<file path="src/rtl/imm_gen_pkg.sv">
// Shared types and constants for the pipelined immediate generator.
// Optional feature macro: IMM_GEN_ILLEGAL_EN (adds illegal_o flag).
package imm_gen_pkg;

    localparam int unsigned INSTR_LO = 7;
    localparam int unsigned INSTR_HI = 31;
    localparam int unsigned SRC_W    = 3;

    typedef enum logic [SRC_W-1:0] {
        IMM_I    = 3'd0,
        IMM_U    = 3'd1,
        IMM_S    = 3'd2,
        IMM_B    = 3'd3,
        IMM_J    = 3'd4,
        IMM_Z    = 3'd5,
        IMM_SH   = 3'd6,
        IMM_RSVD = 3'd7
    } imm_src_t;

endpackage

</file>
<file path="src/rtl/imm_gen_pipe_if.sv">
// Upstream instruction / downstream immediate handshake bundle.
// Optional feature macro: IMM_GEN_ILLEGAL_EN (adds illegal_o).
interface imm_gen_pipe_if
    import imm_gen_pkg::*;
#(
    parameter int unsigned XLEN  = 32,
    parameter int unsigned TAG_W = 32
);

    logic                      in_valid;
    logic                      in_ready;
    logic [INSTR_HI:INSTR_LO]  instr_i;
    logic [SRC_W-1:0]          imm_src;
    logic [TAG_W-1:0]          tag_i;
    logic                      out_valid;
    logic                      out_ready;
    logic [XLEN-1:0]           imm_o;
    logic [TAG_W-1:0]          tag_o;
`ifdef IMM_GEN_ILLEGAL_EN
    logic                      illegal_o;
`endif

    modport master (
        output in_valid, instr_i, imm_src, tag_i, out_ready,
`ifdef IMM_GEN_ILLEGAL_EN
        input  illegal_o,
`endif
        input  in_ready, out_valid, imm_o, tag_o
    );

    modport slave (
        input  in_valid, instr_i, imm_src, tag_i, out_ready,
`ifdef IMM_GEN_ILLEGAL_EN
        output illegal_o,
`endif
        output in_ready, out_valid, imm_o, tag_o
    );

endinterface

</file>
<file path="src/rtl/imm_decode.sv">
// Combinational immediate extraction for all decode formats, XLEN-generic.
// Optional feature macro: IMM_GEN_ILLEGAL_EN (adds illegal_o).
module imm_decode
    import imm_gen_pkg::*;
#(
    parameter int unsigned XLEN = 32
) (
    input  logic [INSTR_HI:INSTR_LO] instr_i,
    input  logic [SRC_W-1:0]         imm_src,
    output logic [XLEN-1:0]          imm_o
`ifdef IMM_GEN_ILLEGAL_EN
    ,
    output logic                     illegal_o
`endif
);

    imm_src_t    w_src;
    logic [31:0] w_imm32;
    logic        w_zext;

    assign w_src = imm_src_t'(imm_src);

    // Build the 32-bit immediate and note whether it widens with zeros
    always_comb begin
        w_imm32 = '0;
        w_zext  = 1'b0;
        case (w_src)
            IMM_I:  w_imm32 = {{20{instr_i[31]}}, instr_i[31:20]};
            IMM_U:  w_imm32 = {instr_i[31:12], 12'b0};
            IMM_S:  w_imm32 = {{20{instr_i[31]}}, instr_i[31:25], instr_i[11:7]};
            IMM_B:  w_imm32 = {{19{instr_i[31]}}, instr_i[31], instr_i[7],
                               instr_i[30:25], instr_i[11:8], 1'b0};
            IMM_J:  w_imm32 = {{11{instr_i[31]}}, instr_i[31], instr_i[19:12],
                               instr_i[20], instr_i[30:21], 1'b0};
            IMM_Z: begin
                w_imm32 = {27'b0, instr_i[19:15]};
                w_zext  = 1'b1;
            end
            IMM_SH: begin
                w_zext = 1'b1;
                if (XLEN == 64) w_imm32 = {26'b0, instr_i[25:20]};
                else            w_imm32 = {27'b0, instr_i[24:20]};
            end
            default: w_imm32 = '0;
        endcase
    end

    // Widen to XLEN: sign-extend unless the format is an unsigned field
    always_comb begin
        if (w_zext) imm_o = XLEN'(w_imm32);
        else        imm_o = XLEN'($signed(w_imm32));
    end

`ifdef IMM_GEN_ILLEGAL_EN
    // Reserved select, or a 6-bit shift amount on a 32-bit machine
    assign illegal_o = (w_src == IMM_RSVD) ||
                       ((w_src == IMM_SH) && (XLEN == 32) && instr_i[25]);
`endif

endmodule

</file>
<file path="src/rtl/imm_gen_pipe.sv">
// Registered immediate generator behind a two-entry valid/ready skid buffer.
// Optional feature macro: IMM_GEN_ILLEGAL_EN (adds illegal_o, registered with imm_o).
module imm_gen_pipe
    import imm_gen_pkg::*;
#(
    parameter int unsigned XLEN  = 32,
    parameter int unsigned TAG_W = 32
) (
    input  logic           clk,
    input  logic           rst,
    imm_gen_pipe_if.slave  bus
);

`ifdef IMM_GEN_ILLEGAL_EN
    localparam int unsigned PAY_W = XLEN + TAG_W + 1;
`else
    localparam int unsigned PAY_W = XLEN + TAG_W;
`endif

    logic [XLEN-1:0]  w_imm;
    logic [PAY_W-1:0] w_in_pay;
    logic             w_acc;
    logic             w_main_ld;

    logic             r_main_valid;
    logic             r_skid_valid;
    logic             r_in_ready;
    logic [PAY_W-1:0] r_main_pay;
    logic [PAY_W-1:0] r_skid_pay;

`ifdef IMM_GEN_ILLEGAL_EN
    logic w_ill;

    imm_decode #(.XLEN(XLEN)) u_decode (
        .instr_i   (bus.instr_i),
        .imm_src   (bus.imm_src),
        .imm_o     (w_imm),
        .illegal_o (w_ill)
    );

    assign w_in_pay      = {w_ill, bus.tag_i, w_imm};
    assign bus.illegal_o = r_main_pay[PAY_W-1];
`else
    imm_decode #(.XLEN(XLEN)) u_decode (
        .instr_i (bus.instr_i),
        .imm_src (bus.imm_src),
        .imm_o   (w_imm)
    );

    assign w_in_pay = {bus.tag_i, w_imm};
`endif

    // r_in_ready mirrors !r_skid_valid as its own flop, so out_ready never reaches in_ready
    assign w_acc     = bus.in_valid && r_in_ready;
    assign w_main_ld = !r_main_valid || bus.out_ready;

    // Main/skid register update: skid has priority for refilling main to keep FIFO order
    always_ff @(posedge clk) begin
        if (rst) begin
            r_main_valid <= 1'b0;
            r_skid_valid <= 1'b0;
            r_in_ready   <= 1'b1;
            r_main_pay   <= '0;
            r_skid_pay   <= '0;
        end else if (w_main_ld) begin
            if (r_skid_valid) begin
                r_main_pay   <= r_skid_pay;
                r_main_valid <= 1'b1;
                r_skid_valid <= 1'b0;
                r_in_ready   <= 1'b1;
            end else begin
                r_main_valid <= w_acc;
                if (w_acc) r_main_pay <= w_in_pay;
            end
        end else if (w_acc) begin
            r_skid_pay   <= w_in_pay;
            r_skid_valid <= 1'b1;
            r_in_ready   <= 1'b0;
        end
    end

    assign bus.in_ready  = r_in_ready;
    assign bus.out_valid = r_main_valid;
    assign bus.imm_o     = r_main_pay[XLEN-1:0];
    assign bus.tag_o     = r_main_pay[XLEN +: TAG_W];

endmodule

</file>
<file path="src/flat_wrapper.sv">
// flat-port wrapper written by rule: the top's interface ports become plain ports
module imm_gen_pipe_flat import imm_gen_pkg::*;
#(
    parameter int unsigned XLEN  = 32,
    parameter int unsigned TAG_W = 32
)
  (clk, rst, bus_in_valid, bus_instr_i, bus_imm_src, bus_tag_i, bus_out_ready, bus_in_ready, bus_out_valid, bus_imm_o, bus_tag_o);
  imm_gen_pipe_if #(.XLEN(XLEN), .TAG_W(TAG_W)) bus_i ();
  input  logic clk;
  input  logic rst;
  input wire logic [$bits(bus_i.in_valid)-1:0] bus_in_valid;
  input wire logic [$bits(bus_i.instr_i)-1:0] bus_instr_i;
  input wire logic [$bits(bus_i.imm_src)-1:0] bus_imm_src;
  input wire logic [$bits(bus_i.tag_i)-1:0] bus_tag_i;
  input wire logic [$bits(bus_i.out_ready)-1:0] bus_out_ready;
  output wire logic [$bits(bus_i.in_ready)-1:0] bus_in_ready;
  output wire logic [$bits(bus_i.out_valid)-1:0] bus_out_valid;
  output wire logic [$bits(bus_i.imm_o)-1:0] bus_imm_o;
  output wire logic [$bits(bus_i.tag_o)-1:0] bus_tag_o;
  assign bus_i.in_valid = bus_in_valid;
  assign bus_i.instr_i = bus_instr_i;
  assign bus_i.imm_src = bus_imm_src;
  assign bus_i.tag_i = bus_tag_i;
  assign bus_i.out_ready = bus_out_ready;
  assign bus_in_ready = bus_i.in_ready;
  assign bus_out_valid = bus_i.out_valid;
  assign bus_imm_o = bus_i.imm_o;
  assign bus_tag_o = bus_i.tag_o;
  imm_gen_pipe #(.XLEN(XLEN), .TAG_W(TAG_W)) u_core (.clk(clk), .rst(rst), .bus(bus_i));
endmodule
</file>
<file path="config.mk">
export PLATFORM = sky130hd
export DESIGN_NAME = imm_gen_pipe_flat
export DESIGN_NICKNAME = d
export VERILOG_FILES = /design/src/rtl/imm_gen_pkg.sv /design/src/rtl/imm_gen_pipe_if.sv /design/src/rtl/imm_decode.sv /design/src/rtl/imm_gen_pipe.sv /design/src/flat_wrapper.sv
export SDC_FILE = /design/constraint.sdc
export NUM_CORES = 1
export LEC_CHECK = 0
export BUFFER_PORTS_ARGS = -buffer_cell sky130_fd_sc_hd__buf_2
export CAP_MARGIN = 40
export CORE_MARGIN = 5
export CORE_UTILIZATION = 40
export DETAILED_ROUTE_END_ITERATION = 10
export PLACE_DENSITY_LB_ADDON = 0.1
export SLEW_MARGIN = 20
export SYNTH_ARGS = -nofsm -noshare
export SYNTH_HDL_FRONTEND = slang
export SYNTH_HIERARCHICAL = 1
export SYNTH_SLANG_ARGS = --single-unit
</file>
<file path="constraint.sdc">
create_clock -name clk -period 1.3 [get_ports clk]
set_clock_uncertainty 0.1 [all_clocks]
set_input_delay 0.065 -clock clk [delete_from_list [all_inputs] [get_ports clk]]
set_output_delay 0.065 -clock clk [all_outputs]
set_load 0.02 [all_outputs]
</file>
After elaboration in Yosys (flattened, before gate mapping)

Cells that the tools add are included.

Register bits: 131
Input port bits: 64
Output and inout bits: 66
Logic and storage cells: 30

Equal/unequal tests: 7
Mux-type cells: 7
Bitwise gates (word level): 1
Reductions and logical operators: 10

Operators by type and width:

| operator                                                               | count |
|---|---|
| 32-bit case mux with 7 select lines                                    | 1 |
| 64-bit two-way mux                                                     | 2 |
| 3-bit equality test (second input constant)                            | 3 |
| 3-bit by 2-bit equality test with 1-bit output (second input constant) | 2 |
| 2-bit AND reduction                                                    | 3 |
| 1-bit two-way mux                                                      | 4 |
| 2-bit nonzero test                                                     | 2 |
| 3-bit by 1-bit equality test with 1-bit output (second input constant) | 1 |
| 3-bit logical NOT                                                      | 1 |
| 2-bit inequality test (second input constant)                          | 1 |
| 2-bit OR reduction                                                     | 1 |
| 1-bit logical AND                                                      | 1 |
| 1-bit logical NOT                                                      | 1 |
| 1-bit logical OR                                                       | 1 |
| 1-bit NOT                                                              | 1 |

Logic depth before layout (Yosys ltp)

Depth in word-level cells: 4
Mapped depth: 8
Mapped depth without buffers: 5

By module

The synthesis kept the hierarchy.

Modules (own cells, without submodules):

| module       | times used | cells each | area each (sq um) |
|---|---|---|---|
| imm_gen_pipe | 1          | 585        | 5570.3 |
| imm_decode   | 1          | 76         | 510.5 |

Worst setup path before layout

Ideal clock, no wire load.

Kind: reg2reg
From: register u_core.r_main_valid, in the netlist u_core/bus.out_valid
To: register u_core.r_main_pay[25]
Setup time: 0.146 ns
Arrival: 1.166 ns
Setup slack: -0.112 ns
Cell stages (with the launch flop): 7
Period minus slack after synthesis: 1.412 ns
Path through: dfxtp_1 nand2b_1 buf_2 buf_4 buf_2 a21oi_1 a211oi_2

Cells in the longest elaborated chain, start to end: 3

RTL lines:

| what                                 | line               | source |
|---|---|---|
| start: declaration                   | imm_gen_pipe.sv:25 | `logic r_main_valid;` |
| start signal: assignment             | imm_gen_pipe.sv:72 | `r_main_valid <= w_acc;` |
| 1-bit logical NOT                    | imm_gen_pipe.sv:55 | `assign w_main_ld = !r_main_valid \|\| bus.out_ready;` |
| 1-bit logical OR                     | imm_gen_pipe.sv:55 |  |
| 2-bit AND reduction (no source line) | -                  |  |
| end signal: assignment               | imm_gen_pipe.sv:67 | `r_main_pay <= r_skid_pay;` |
| end signal: assignment               | imm_gen_pipe.sv:73 | `if (w_acc) r_main_pay <= w_in_pay;` |
| end: declaration                     | imm_gen_pipe.sv:28 | `logic [PAY_W-1:0] r_main_pay;` |

No other way between the ends.
A chain may end at the register's enable or synchronous reset.

Worst setup path in the final report

From: register u_core.r_skid_valid
To: register u_core.r_main_pay[63]

Cells in the longest elaborated chain, start to end: 2
Elaborated cells between the ends (all ways): 3
Classes of those cells: 1 x mux; 2 x reduce/logical

RTL lines:

| what                                 | line               | source |
|---|---|---|
| start: declaration                   | imm_gen_pipe.sv:26 | `logic r_skid_valid;` |
| start signal: assignment             | imm_gen_pipe.sv:61 | `r_skid_valid <= 1'b0;` |
| start signal: assignment             | imm_gen_pipe.sv:69 | `r_skid_valid <= 1'b0;` |
| start signal: assignment             | imm_gen_pipe.sv:77 | `r_skid_valid <= 1'b1;` |
| 2-bit nonzero test (no source line)  | -                  |  |
| 2-bit AND reduction (no source line) | -                  |  |

Parallel ways exist; a longest one is shown, timed or not.

==> results.md <==
| Group | Result | Reported |
|---|---|---|
| power and ir drop | Net switching fraction of the power | 26.6% |
| die | Die Area | 0.0178 sq mm |
| power and ir drop | Areal power density over the cells | 1340 mW/mm^2 |
| worst setup path | Kind of capture point of the worst setup path | flip-flop |
| cts | Clk slew on worst S/H paths | 50 ps |
| power and ir drop | Share of power burned in the clock network | 42.4% |
| logic synthesis | Yosys cell types | 31 |
| layout | Nets@finish | 898 |
| logic synthesis | Number of warnings reported in the yosys synthesis log | 6 |
| layout | Syn-to-layout area delta | 36.0% |
| placed design | Final estimated routing congestion in global placement | 0.836 |
| power and ir drop | Switching component of the power | 2.95 mW |
| sta | Number of pins exceeding their max-slew limit in the final report | 0 |
| sta | Remaining max-slew budget at the tightest pin | 61.2% |
| sta | Final number of setup-violating endpoints | 19 |
| global routing | Number of global-route vias before repair | 5508 |
| status | Failing checks | negative setup slack |
| sta | Maximum operating frequency | 751 MHz |
| drt | Total wirelength of the detailed-routed design | 18000 um |
| cts | Post-CTS Repair Setup Buffers | 0 |
| logic synthesis | Share of the yosys chip area belonging to registers | 43.1% |
| cts | Clock Tree Buf Depth | 2 |
| power and ir drop | Seq pwr share | 39.5% |
| worst setup path | Critical path peak fanout | 22 |
| logic synthesis | Post-synthesis instance area | 0.00608 sq mm |
| layout | Post-Layout Cell Count | 1032 |
| cts | Root cell of the clock tree | sky130_fd_sc_hd__clkbuf_16 |
| layout | Fill cell total of the finished layout | 1363 |
| die | Horizontal die dimension | 133 um |
| worst setup path | Cell depth of the worst flop-to-flop path | 4 |
| global routing | GRT Overall Usage | 20.0% |
| worst setup path | Terminus of the critical flop-to-flop path | u_core/r_main_pay[63] |
| placed design | Area of placed instances | 0.00708 sq mm |
| worst setup path | Kind of critical path | flip-flop to flip-flop |
| drt | DRT iter0 DRCs | 287 |
| placed design | Post-detailed-placement half-perimeter wirelength | 11800 um |
| logic synthesis | Synth Instances | 661 |
| sta | Number of failing hold endpoints at the final stage | 0 |
| layout | Fraction of layout instances using a drive strength above 1 | 33.6% |
| sta | Slew of the pin with the lowest slew margin | 580 ps |
| status | Result of the run | complete, but fails checks |
| sta | RSZ-0062 raised after global routing | true |
| sta | Final total negative setup slack | -142 ps |
| die | Number of ports placed on the die boundary | 130 |
| worst setup path | Launch instance of the worst register-to-register path | u_core/r_skid_valid |
| worst setup path | Crit path arrival time | 1560 ps |
| die | Placement Rows | 45 |
| power and ir drop | Internal power | 8.15 mW |
| drt | Detailed-routing iteration count for the pre-antenna-repair pass | 5 |
| die | Starting Density | 40.4% |
| worst setup path | Worst setup path startpoint | u_core/r_skid_valid |
| global routing | Wire length of the first global-routing pass | 28600 um |
| sta | Crit share post-route | 102% |
| die | Core footprint | 0.0150 sq mm |
| layout | Area taken by flip-flops and latches | 0.00263 sq mm |
| drt | Vias per Instance | 5.30 |
| worst setup path | Kind of start point of the critical path | flip-flop |
| hold path | HP Class | input port to flip-flop |
| layout | Post-route cell area | 0.00827 sq mm |
| global routing | Pin count of the biggest net entering global routing | 45 |
| worst setup path | Critical path endpoint | u_core/r_main_pay[63] |
| drt | ANT nets after route | 0 |
| drt | WL/cell | 17.4 um |
| hold path | Worst min-delay path startpoint | bus_instr_i[13] |
| run | Max_cap viols | 0 |
| power and ir drop | Peak supply drop | 0.868 mV |
| cts | CTS tree | yes |
| worst setup path | Req. time, crit path | 1530 ps |
| cts | Deepest level of the CTS H-tree | 4 |
| cts | TritonCTS buffer count | 17 |
| placed design | Number of I/O port buffers | 129 |
| power and ir drop | Part of the power in combinational logic | 18.1% |
| global routing | Number of antenna violations at the first check in global routing | 0 |
| drt | Number of vias in the routed layout | 5468 |
| global routing | Residual overflow from global routing | 0 |
| drt | DRC Markers | 0 |
| layout | Footprint of the multi-input gates | 0.00312 sq mm |
| cts | Sink count of the clock tree | 131 |
| cts | Clock insertion delay at the later pin of the skew report | 410 ps |
| sta | Worst hold margin | 44.4 ps |
| logic synthesis | Post-synthesis register bit count | 131 |
| worst setup path | Register-to-register setup slack | -30 ps |
| die | Die height | 133 um |
| sta | Final worst-path setup slack | -30.7 ps |
| logic synthesis | Post-synthesis area per instance | 9.20 sq um |
| sta | Crit path time final | 1330 ps |
| power and ir drop | Leakage power | 3.14 nW |
| layout | Antenna fix cells | 0 |
| logic synthesis | Mapped Nets | 725 |
| placed design | Post-placement cell count | 953 |
==> power groups by stage <==
stage	clock (mW)	combinational [mW]	sequential, mW
2_1_floorplan	0	0.986	4.68
5_1_grt	4.99	2.17	4.41
4_1_cts	4.82	1.99	4.38
3_5_place_dp	0	1.86	4.46
6_report	4.71	2.01	4.38
3_3_place_gp	0	1.83	4.45
==> cell type report <==
cell class              count  area share (%)
multi-input cells         462            37.8
flip-flops and latches    131            31.8
clock inverters             4           0.878
repair buffers            222            20.6
clock buffers              25            6.11
well taps                 188            2.84
==> flip-flops by register name (all words and copies together), names as in the netlist <==
signal                cells
u_core/r_skid_pay        64
u_core/bus.out_valid      1
u_core/r_main_pay        64
u_core/r_skid_valid       1
u_core/bus.in_ready       1
==> layer usage <==
metal	vias up	wire length (um)	share of wire, %	GRT usage [%]
li1	2686	-	-	-
met1	2614	8170	45	26.1
met2	146	8510	47	32.8
met3	22	1030	5.7	4.61
met4	0	264	1.5	6.97
met5	-	0	0	0
==> stage by stage <==
stage,util (%),power (mW),setup WS [ps]
floorplan,-,5.67,-20.7
CTS,54.3,11.2,-20.3
detailed placement,47.1,6.32,-197
finish,55.0,11.1,-30.7
global route,55.0,11.6,-79.1
global placement,47.1,6.28,-183
==> worst min-delay path by stage <==
stage	to	slack, ps	cells after the start
6_report	u_core/r_skid_pay[11]	40	4
5_1_grt	u_core/r_skid_pay[11]	70	4
4_1_cts	u_core/r_skid_pay[11]	20	4
3_5_place_dp	u_core/r_skid_pay[32]	230	3
3_3_place_gp	u_core/r_skid_pay[38]	220	3
2_1_floorplan	u_core/r_skid_pay[32]	100	2
==> layout by cell type, fill, tap and decap left out, types with 2 or more instances in the layout <==
master / instances
sky130_fd_sc_hd__clkbuf_8: 5
sky130_fd_sc_hd__nor2b_1: 3
sky130_fd_sc_hd__dfxtp_4: 2
sky130_fd_sc_hd__buf_2: 127
sky130_fd_sc_hd__nor2_1: 3
sky130_fd_sc_hd__nor2b_4: 2
sky130_fd_sc_hd__o21ai_0: 11
sky130_fd_sc_hd__buf_12: 15
sky130_fd_sc_hd__a21oi_2: 5
sky130_fd_sc_hd__bufinv_16: 2
sky130_fd_sc_hd__clkbuf_16: 19
sky130_fd_sc_hd__and2_1: 8
sky130_fd_sc_hd__a22o_1: 2
sky130_fd_sc_hd__a211oi_2: 64
sky130_fd_sc_hd__clkbuf_1: 3
sky130_fd_sc_hd__buf_4: 26
sky130_fd_sc_hd__dfxtp_1: 128
sky130_fd_sc_hd__mux2i_2: 3
sky130_fd_sc_hd__dlygate4sd3_1: 48
sky130_fd_sc_hd__nand2_1: 133
sky130_fd_sc_hd__a21o_1: 8
sky130_fd_sc_hd__a32oi_1: 4
sky130_fd_sc_hd__a22oi_1: 4
sky130_fd_sc_hd__buf_6: 3
sky130_fd_sc_hd__mux2i_1: 61
sky130_fd_sc_hd__a21oi_1: 137
==> worst max-delay path, stage by stage (launching register included) <==
cell,delay (ps)
sky130_fd_sc_hd__dfxtp_4,360
sky130_fd_sc_hd__a21o_4,200
sky130_fd_sc_hd__and2_4,200
sky130_fd_sc_hd__buf_12,180
sky130_fd_sc_hd__a211oi_2,200
==> what timing repair did <==
| action | 4_1_cts | 5_1_grt |
|---|---|---|
| setup endpoints to repair | 50 | 118 |
| pin swaps | 0 | 1 |
| gates cloned | 0 | 2 |
| gates resized for setup | 7 | 15 |
| hold buffers | 48 | 0 |
| hold endpoints to repair | 81 | 0 |
==> synth_stat cells <==
master                       n  share of area (%)
sky130_fd_sc_hd__o22ai_1     1               0.10
sky130_fd_sc_hd__nand2_1   133                8.2
sky130_fd_sc_hd__xnor2_1     1               0.14
sky130_fd_sc_hd__nor3_1      1              0.082
sky130_fd_sc_hd__a31o_2      1               0.14
sky130_fd_sc_hd__buf_4       5               0.62
sky130_fd_sc_hd__buf_2      25                2.1
sky130_fd_sc_hd__nor3b_4     1               0.31
sky130_fd_sc_hd__a21o_1      9                1.1
sky130_fd_sc_hd__a32o_1      1               0.16
sky130_fd_sc_hd__nor2b_4     2               0.45
sky130_fd_sc_hd__buf_6      12                2.2
sky130_fd_sc_hd__nor2_1      3               0.19
sky130_fd_sc_hd__a32oi_1     4               0.58
sky130_fd_sc_hd__buf_1       2               0.12
sky130_fd_sc_hd__a22oi_1     4               0.49
sky130_fd_sc_hd__dfxtp_1   131                 43
sky130_fd_sc_hd__clkbuf_4    2               0.25
sky130_fd_sc_hd__clkbuf_1   22                1.4
sky130_fd_sc_hd__o21ai_0    12               0.99
sky130_fd_sc_hd__nand2b_1    2               0.21
sky130_fd_sc_hd__mux2_2      1               0.19
sky130_fd_sc_hd__nand4b_1    1               0.14
sky130_fd_sc_hd__a211oi_2   60                 12
sky130_fd_sc_hd__nor2b_1     3               0.31
sky130_fd_sc_hd__and4b_1     1               0.16
sky130_fd_sc_hd__mux2i_1    64                 11
sky130_fd_sc_hd__and2_1      9               0.93
sky130_fd_sc_hd__a21oi_1   142                 12
sky130_fd_sc_hd__a211oi_1    4               0.49
sky130_fd_sc_hd__a22o_1      2               0.29
==> kinds of logic (layout without fill, tap and decap cells) <==
group	Yosys count	count (layout)	share of synthesized area, %
buf+inv	68	251	6.63
flops	131	131	43.1
xor+xnor	1	1	0.144
simple gates	156	156	11.0
mux	65	65	10.7
compound gates	240	240	28.4
(Power assumes the default switching activity.)
